--- src/rtl/keypad_entry_ctrl.sv ---
// Keypad entry controller for a two-operand, 16-bit calculator.
// Collects operands A and B digit by digit, stores the operator and latches R = A op B on EXE.
module keypad_entry_ctrl (
  input  logic        clk,
  input  logic        rst,
  input  logic [4:0]  val,
  input  logic        sel,
  input  logic        dec_mode,
  output logic        restriction,
  output logic [15:0] display,
  output logic [4:0]  op_code,
  output logic [1:0]  state,
  output logic        result_valid
);

  typedef enum logic [1:0] {
    StEnterA     = 2'd0,
    StEnterB     = 2'd1,
    StShowResult = 2'd2,
    StInvalid    = 2'd3
  } state_e;

  localparam logic [4:0] KeyAdd  = 5'h10;
  localparam logic [4:0] KeyMult = 5'h11;
  localparam logic [4:0] KeyAnd  = 5'h12;
  localparam logic [4:0] KeyExe  = 5'h13;
  localparam logic [4:0] KeySub  = 5'h14;
  localparam logic [4:0] KeyOr   = 5'h15;
  localparam logic [4:0] KeyCe   = 5'h16;
  localparam logic [4:0] KeyClr  = 5'h17;

  state_e      state_q, state_d;
  logic [15:0] a_q, a_d, b_q, b_d, r_q, r_d, display_q, display_d;
  logic [2:0]  cnt_q, cnt_d;
  logic [4:0]  op_q, op_d;
  logic        rv_q, rv_d;

  logic        is_digit, is_op, digit_room;
  logic [15:0] alu_res;
  logic [31:0] product;

  function automatic logic [15:0] apply_digit(input logic [15:0] x, input logic [3:0] d,
                                              input logic dec);
    if (dec) begin
      // x*10 + d, truncated to 16 bits
      return {x[12:0], 3'b000} + {x[14:0], 1'b0} + {12'h000, d};
    end
    return {x[11:0], d};
  endfunction

  assign is_digit   = ~val[4] & ~(dec_mode & (val[3:0] > 4'd9));
  assign is_op      = (val == KeyAdd) || (val == KeyMult) || (val == KeyAnd) ||
                      (val == KeySub) || (val == KeyOr);
  assign digit_room = (cnt_q != 3'd4);
  assign product    = 32'(a_q) * 32'(b_q);

  always_comb begin
    alu_res = 16'h0000;
    case (op_q)
      KeyAdd:  alu_res = a_q + b_q;
      KeyMult: alu_res = product[15:0];
      KeyAnd:  alu_res = a_q & b_q;
      KeySub:  alu_res = a_q - b_q;
      KeyOr:   alu_res = a_q | b_q;
      default: alu_res = 16'h0000;
    endcase
  end

  always_comb begin
    state_d = state_q;
    a_d     = a_q;
    b_d     = b_q;
    r_d     = r_q;
    cnt_d   = cnt_q;
    op_d    = op_q;
    rv_d    = 1'b0;

    if (state_q == StInvalid || (sel && val == KeyClr)) begin
      state_d = StEnterA;
      a_d     = 16'h0000;
      b_d     = 16'h0000;
      r_d     = 16'h0000;
      cnt_d   = 3'd0;
      op_d    = 5'h00;
    end else if (sel) begin
      case (state_q)
        StEnterA: begin
          if (is_digit && digit_room) begin
            a_d   = apply_digit(a_q, val[3:0], dec_mode);
            cnt_d = cnt_q + 3'd1;
          end else if (is_op) begin
            op_d    = val;
            cnt_d   = 3'd0;
            b_d     = 16'h0000;
            state_d = StEnterB;
          end else if (val == KeyCe) begin
            a_d   = 16'h0000;
            cnt_d = 3'd0;
          end
        end
        StEnterB: begin
          if (is_digit && digit_room) begin
            b_d   = apply_digit(b_q, val[3:0], dec_mode);
            cnt_d = cnt_q + 3'd1;
          end else if (is_op && cnt_q == 3'd0) begin
            op_d = val;
          end else if (val == KeyExe) begin
            r_d     = alu_res;
            rv_d    = 1'b1;
            state_d = StShowResult;
          end else if (val == KeyCe) begin
            b_d   = 16'h0000;
            cnt_d = 3'd0;
          end
        end
        StShowResult: begin
          if (is_digit) begin
            a_d     = {12'h000, val[3:0]};
            cnt_d   = 3'd1;
            op_d    = 5'h00;
            state_d = StEnterA;
          end else if (is_op) begin
            a_d     = r_q;
            op_d    = val;
            b_d     = 16'h0000;
            cnt_d   = 3'd0;
            state_d = StEnterB;
          end else if (val == KeyCe) begin
            state_d = StEnterA;
            a_d     = 16'h0000;
            b_d     = 16'h0000;
            r_d     = 16'h0000;
            cnt_d   = 3'd0;
            op_d    = 5'h00;
          end
        end
        default: state_d = StEnterA;
      endcase
    end

    // Display is registered from next-state values so it tracks state with no extra lag.
    case (state_d)
      StEnterA:     display_d = a_d;
      StEnterB:     display_d = b_d;
      StShowResult: display_d = r_d;
      default:      display_d = 16'h0000;
    endcase
  end

  always_ff @(posedge clk) begin
    if (rst) begin
      state_q   <= StEnterA;
      a_q       <= 16'h0000;
      b_q       <= 16'h0000;
      r_q       <= 16'h0000;
      cnt_q     <= 3'd0;
      op_q      <= 5'h00;
      rv_q      <= 1'b0;
      display_q <= 16'h0000;
    end else begin
      state_q   <= state_d;
      a_q       <= a_d;
      b_q       <= b_d;
      r_q       <= r_d;
      cnt_q     <= cnt_d;
      op_q      <= op_d;
      rv_q      <= rv_d;
      display_q <= display_d;
    end
  end

  assign restriction  = dec_mode;
  assign display      = display_q;
  assign op_code      = op_q;
  assign state        = state_q;
  assign result_valid = rv_q;

endmodule

--- config.mk ---
export PLATFORM = sky130hd
export DESIGN_NAME = keypad_entry_ctrl
export DESIGN_NICKNAME = d
export VERILOG_FILES = /design/src/rtl/keypad_entry_ctrl.sv
export SDC_FILE = /design/constraint.sdc
export NUM_CORES = 1
export LEC_CHECK = 0
export ABC_CLOCK_PERIOD_IN_PS = 8290
export CAP_MARGIN = 20
export CORE_MARGIN = 2
export CORE_UTILIZATION = 45
export CTS_CLUSTER_SIZE = 12
export DETAILED_ROUTE_END_ITERATION = 8
export DONT_BUFFER_PORTS = 1
export GPL_TIMING_DRIVEN = 0
export PLACE_DENSITY_LB_ADDON = 0.15
export SLEW_MARGIN = 10
export SYNTH_ARGS = -nofsm -noshare
export SYNTH_HDL_FRONTEND = slang
export SYNTH_SLANG_ARGS = --single-unit
--- constraint.sdc ---
create_clock -name clk -period 8.29 [get_ports clk]
set_input_delay 1.658 -clock clk [delete_from_list [all_inputs] [get_ports clk]]
set_output_delay 1.658 -clock clk [all_outputs]
set_load 0.03 [all_outputs]
==> results.md, run 1 <==
* Status: complete, no violations
* Mux cell area share after synthesis at 0.0221
* Ant diodes at 0
* Crit path largest cell delay at ~0.60 ns
* Post-DP HPWL at approximately 33000 um
* Root buf cell: clkbuf_16
* CTS buffer count at 9
* Int Pwr at around 0.65 mW
* Synth unique cells at between 80 and 90
* TritonCTS Sinks at 75
* Top cells by area, synth: fa_1 15%, ha_1 14%, dfxtp_1 13%, nand2_1 5.0%, inv_1 4.9%
* HP Class: reg -> reg
* DR DRC count at 0
* Final WL at about 43000 um
* Fin Clk Skew at ~0.0096 ns
* Post-CTS Repair Setup Buffers at 0
* DR vias at 10800
* Syn avg cell area at roughly 8 um2
* Worst-path fanout max at 10
* Share of layout cells above drive strength 1 at 0.0444
* Clock Path Buffers at 2
* Rows at 57
* DR vias/cell at 6.14
* CP dominant cell by count: fa_1
* Number of synthesized register bits at 75
* Synth Area in Simple Gates at 0.216
* Clk_lat worst skew at 0.35 ns
* DR iter-0 viols at around 1000
* Asr flop ratio synth at 0
* Complex-gate fraction of the synthesized area at 0.189
* Required time of the critical path at ~8.5 ns
* Peak VDD IR at 112 uV
* Sequential share of the synthesized area at 0.135
* Power per Cell Area at 84.5 nW/um2
* Die ar. at 26000 um2
* # setup viols final at 0
* Final hold vios at 0
* Initial core utilization at 0.458
* I/O Buffers at 0
* Primary FF master, synth: dfxtp_1
* Remaining antenna violation count at 0
* Worst Path Arrival at between 7 and 8 ns
* Core footprint at ~24000 um2
* Clk slew on worst S/H paths at around 0.07 ns
* Total grt overflow at 0
* Largest family of logic cells by synthesized area: adder cells
* Number of synthesized flops with an enable pin at 0
* Filler Cells Inserted at about 2500
* Mapped Cells at approximately 1400
* Comb pwr share at 0.221
* Wire per inst at roughly 24 um
* Period minus WS final at approximately 7.6 ns
* TNS Setup at 0 ns
* Max Cap Violations at 0
* Worst-path cell chain: clkbuf_1 -> clkbuf_1 -> nand2_1 -> fa_1 -> fa_1 -> fa_1 -> inv_1 -> ha_1 -> fa_1 -> inv_1 -> fa_1 -> inv_1 -> ha_1 -> or3_1 -> nor4_1 -> nor4b_1 -> o41ai_1 -> xnor2_1 -> a211oi_1 -> a2bb2oi_1 -> o32ai_1
* Sequential Power Share at 0.389
* I/O pin total at 34
* Placement Setup Slack at about 0.8 ns
* Vias in the first global route at ~11000
* CP Buf/Inv Count at 5
* Post-cts sizing count at 0
* Yosys top cell area share at 0.153
* 1st-pass router iterations at 5
* Slowest stage cell, crit path: clkbuf_1
* Post-synth design cell area at 11100 um2
* Die X at approximately 160 um
* Synth warn at 0
* TritonCTS clock tree: yes
* Multi-input logic area at a little under 9000 um2
* Crit. End Element: register
* First-pass GRT wire length at between 60000 and 70000 um
* Number of H-tree levels at 3
* CP Class: reg -> reg
* Yosys top cell by area: fa_1
* Reg area at approximately 1500 um2
* Post-Synth XOR/XNOR Area at 0.0664
* Slew @ Worst Pin at around 1.1 ns
* FMAX at between 100 and 150 MHz
* Top delay family on crit path: adder cells
* Global placer's final weighted congestion at ~0.99
* Antenna violations before repair at 0
* Setup ws final at between 0.6 and 0.7 ns
* Die Y at 161 um
* RSZ-0062 raised after global routing: no
* Synthesized net count at roughly 1600
* Net count, final at approximately 1700
* Slew Viols, Final at 0
* Fin crit share at 0.921
* Critical path launch point type: register
* Switching Fraction at 0.350
* Clock power share at 0.390
* Largest net degree at the start of global routing at 16
* Area grow syn2layout at 6.19%
* Net Sw Power at ~0.35 mW
* Final core occ at 0.486
* GRT Overall Usage at 0.330
* Static Leakage at a little over 5 nW
* Slew Limit Headroom at 0.230
* Area share of fa/ha/maj cells after synthesis at 0.294
* Hold-fix buffers, CTS at 0
==> power groups by stage <==
stage	clock network, mW	logic (mW)	registers [mW]
floorplan	0	0.152	0.390
global placement	0	0.214	0.397
global route	0.401	0.238	0.389
finish	0.390	0.221	0.389
CTS	0.386	0.215	0.388
detailed placement	0	0.214	0.397
==> through the flow <==
stage	power, mW	instances	hold WS (ns)	area, um2
after floorplan	0.542	1424	0.461	11100
after global placement	0.611	1748	0.483	11500
after detailed placement	0.610	1748	0.502	11500
after CTS	0.989	1764	0.513	11800
after global routing	1.03	1764	0.535	11800
final	1.00	1764	0.508	11800
==> metal layers <==
metal  vias to the layer above  global-route usage  share of wire
li1                       4885                   -              -
met1                      5169               0.410           0.39
met2                       598               0.535           0.45
met3                       178              0.0647          0.094
met4                         0               0.191          0.066
met5                         -                   0              0
==> cells by family after synthesis <==
kind of cell / Yosys count
compound gates: 324
xor+xnor: 82
fa+ha+maj: 211
buf+inv: 219
flops: 75
mux: 24
simple gates: 489
==> path summary, 6_finish.rpt <==
check,start,endpoint,slack (ns),depth (start not counted)
worst max-delay path,b_q[2],display[14],0.66,21
worst min-delay path,cnt_q[2],cnt_q[2],0.51,2
worst max register to register,b_q[2],display[14],0.66,21
worst min register to register,cnt_q[2],cnt_q[2],0.51,2
==> worst register-to-register path, stage by stage (launching register included) <==
cell and delay (ns):
dfxtp_1 0.56, clkbuf_1 0.61, clkbuf_1 0.57, nand2_1 0.18, fa_1 0.53, fa_1 0.51, fa_1 0.51, inv_1 0.04
ha_1 0.29, fa_1 0.49, inv_1 0.05, fa_1 0.48, inv_1 0.04, ha_1 0.21, or3_1 0.40, nor4_1 0.38
nor4b_1 0.12, o41ai_1 0.34, xnor2_1 0.15, a211oi_1 0.45, a2bb2oi_1 0.41, o32ai_1 0.16
==> registers in the layout, summed over array words and instances, names as in the netlist <==
| signal | flops |
|---|---|
| state | 2 |
| result_valid | 1 |
| b_q | 16 |
| cnt_q | 3 |
| r_q | 16 |
| display | 16 |
| op_code | 5 |
| a_q | 16 |
==> final cells by class <==
cell class                 count  area share
buffer                        75      0.0263
inverter                     144      0.0457
sequential                    75       0.127
clock buffer                   9      0.0190
tap                          324      0.0343
multi-input combinational   1130       0.743
clock inverter                 7     0.00497
==> Yosys cell counts (all sizes together), types with 5 or more instances <==
library cell and count:
a221oi 7, or3 12, nand3b 5, buf 14
dfxtp 75, o2111ai 5, fa 85, or2 6
mux2i 19, xor2 19, o211ai 9, nor3b 7
mux2 5, nand2b 16, and2 67, nand3 21
inv 144, a32oi 9, nor3 31, xnor2 62
a21oi 89, nand2 152, nor2b 20, a21o 13
o21a 10, o21ai 78, o22ai 9, and3 5
nor2 132, a31oi 15, a211oi 10, clkbuf 61
ha 126, nor4 5, a22oi 24
==> cells in the final DEF, fill, tap and decap left out, types with 8 or more instances in the layout <==
master / count
ha_1: 126
mux2i_1: 19
buf_2: 8
o22ai_1: 9
nor3_1: 29
clkbuf_1: 60
a21oi_1: 87
nand2_1: 148
a21o_1: 13
o211ai_1: 8
nor2_1: 131
o21ai_0: 71
dfxtp_1: 75
nand3_1: 20
or3_1: 12
a31oi_1: 15
inv_1: 144
xor2_1: 19
o21a_1: 10
xnor2_1: 61
a22oi_1: 24
a32oi_1: 9
nor2b_1: 20
nand2b_1: 15
fa_1: 85
and2_1: 67
a211oi_1: 9
clkbuf_16: 9
Note: power is estimated with default switching activity, not from simulation.
==> run 2, diff against run 1 <==
--- a/config.mk
+++ b/config.mk
@@ -8,13 +8,13 @@
 export ABC_CLOCK_PERIOD_IN_PS = 8290
 export CAP_MARGIN = 20
 export CORE_MARGIN = 2
-export CORE_UTILIZATION = 45
+export CORE_UTILIZATION = 67
 export CTS_CLUSTER_SIZE = 12
 export DETAILED_ROUTE_END_ITERATION = 8
 export DONT_BUFFER_PORTS = 1
 export GPL_TIMING_DRIVEN = 0
 export PLACE_DENSITY_LB_ADDON = 0.15
-export SLEW_MARGIN = 10
+export SLEW_MARGIN = 5
 export SYNTH_ARGS = -nofsm -noshare
 export SYNTH_HDL_FRONTEND = slang
 export SYNTH_SLANG_ARGS = --single-unit
==> run 2 against run 1 <==
- design area down 0.87%
- sequential share of layout area increased by 0.11 points
- die area is 32% lower
- total power is 1.1% higher
- critical path type unchanged
- hold slack got worse by 0.00095 ns
==> results.md, run 2 (synthesized netlist as in run 1, its figures left out) <==
* GRT Overall Usage at 0.457
* CP Class: reg -> reg
* First-pass GRT wire length at ~60000 um
* Filler Cells Inserted at ~1400
* Status: complete, no violations
* Hold_sp: cnt_q[2]
* Worst hold stages at 2
* Die Y at ~130 um
* Placed Area at roughly 11000 um2
* Hold-fix buffers, CTS at 0
* Slew Viols, Final at 0
* FMAX at between 100 and 150 MHz
* TritonCTS clock tree: yes
* Final core occ at 0.714
* Peak VDD IR at about 160 uV
* CTS buffer count at 9
* Post-DP HPWL at around 31000 um
* Setup ws final at ~0.73 ns
* Antenna violations before repair at 1
* DR DRC count at 0
* Die X at roughly 130 um
* TritonCTS Sinks at between 70 and 80
* HP Class: reg -> reg
* I/O Buffers at 0
* Power per Cell Area at between 80 and 90 nW/um2
* Initial core utilization at 0.679
* Design area at about 12000 um2
* # setup viols final at 0
* Remaining antenna violation count at 0
* RSZ-0062 raised after global routing: no
* Fin crit share at 0.912
* Hold slack at between 0.5 and 0.6 ns
* Area grow syn2layout at 5.27%
* Clk_lat worst skew at 0.35 ns
* DR iter-0 viols at 1265
* Worst-path fanout max at 10
* Non-filler cells, final at ~1700
* Final hold vios at 0
* Period minus WS final at ~7.6 ns
* 1st-pass router iterations at 6
* Most common cell after layout, fill and taps aside: nand2_1
* Placed cells at approximately 1600
* Critical path launch point type: register
* Post-CTS Repair Setup Buffers at 0
* Clock Path Buffers at 2
* Commonest non-fill, non-tap cells in the layout: 148 x nand2_1, 144 x inv_1, 131 x nor2_1
* Number of H-tree levels at 3
* Required time of the critical path at 8.50 ns
* Die ar. at 17700 um2
* DR vias at 11000
* Largest net degree at the start of global routing at 15
* Fin Clk Skew at slightly above 0.008 ns
* Final WL at 40200 um
* Slew Limit Headroom at 0.288
* Worst Path Arrival at 7.77 ns
* Clk slew on worst S/H paths at 0.06 ns
* Net count, final at 1656
* Placement Setup Slack at 1.05 ns
* Rows at 47
* Total grt overflow at 0
* Core footprint at 16400 um2
* Static Leakage at 5.10 nW
* Final total power at slightly above 1 mW
* Wire per inst at 24.2 um
* Worst setup startpoint: a_q[2]
* Vias in the first global route at 11100
* Max Cap Violations at 0
* Post-cts sizing count at 0
* I/O pin total at 34
* Reg-to-Reg Start: a_q[2]
* Share of layout cells above drive strength 1 at 0.0451
* Crit. End Element: register
* Reg2Reg Depth at 22
* Global placer's final weighted congestion at 1.15
* TNS Setup at 0 ns
* DR vias/cell at around 6.6
* Root buf cell: clkbuf_16
* Slew @ Worst Pin at approximately 1.1 ns
-- run 2: metal layers --
layer | wire, um | track usage | share of wire | up-vias
met3 | 4520 | 0.106 | 0.11 | 240
met4 | 3430 | 0.317 | 0.085 | 0
li1 | - | - | - | 4887
met1 | 14400 | 0.536 | 0.36 | 5118
met5 | 0 | 0 | 0 | -
met2 | 17800 | 0.740 | 0.44 | 760
-- run 2: layout make-up --
| type | instances | area, um2 | share of cell area |
|---|---|---|---|
| clock inverter | 7 | 76.3 | 0.00651 |
| sequential | 75 | 1500 | 0.128 |
| clock buffer | 9 | 225 | 0.0192 |
| buffer | 75 | 312 | 0.0266 |
| inverter | 144 | 541 | 0.0461 |
| tap | 220 | 275 | 0.0235 |
| timing repair buffer | 1 | 7.51 | 0.000640 |
| antenna | 1 | 2.50 | 0.000213 |
| multi-input combinational | 1130 | 8780 | 0.749 |
-- run 2: critical path, stage by stage (launching register included) --
cell and delay [ns]:
dfxtp_1 0.60, clkbuf_1 0.67, clkbuf_1 0.56, and2_1 0.25
fa_1 0.43, inv_1 0.08, fa_1 0.41, inv_1 0.07
ha_1 0.16, fa_1 0.44, fa_1 0.54, inv_1 0.05
fa_1 0.49, inv_1 0.05, ha_1 0.24, or3_1 0.40
nor4_1 0.43, nor4b_1 0.13, o41ai_1 0.35, xnor2_1 0.14
a211oi_1 0.45, a2bb2oi_1 0.35, o32ai_1 0.12
-- run 2: power breakdown --
part,internal (mW),switching [mW],total [mW]
clock,0.235,0.169,0.403
sequential,0.368,0.0211,0.389
combinational,0.0749,0.144,0.219
-- run 2: worst paths after layout --
| path | slack [ns] | endpoint |
|---|---|---|
| min | 0.51 | cnt_q[2] |
| max | 0.73 | display[14] |
| min reg2reg | 0.51 | cnt_q[2] |
| max reg2reg | 0.73 | display[14] |
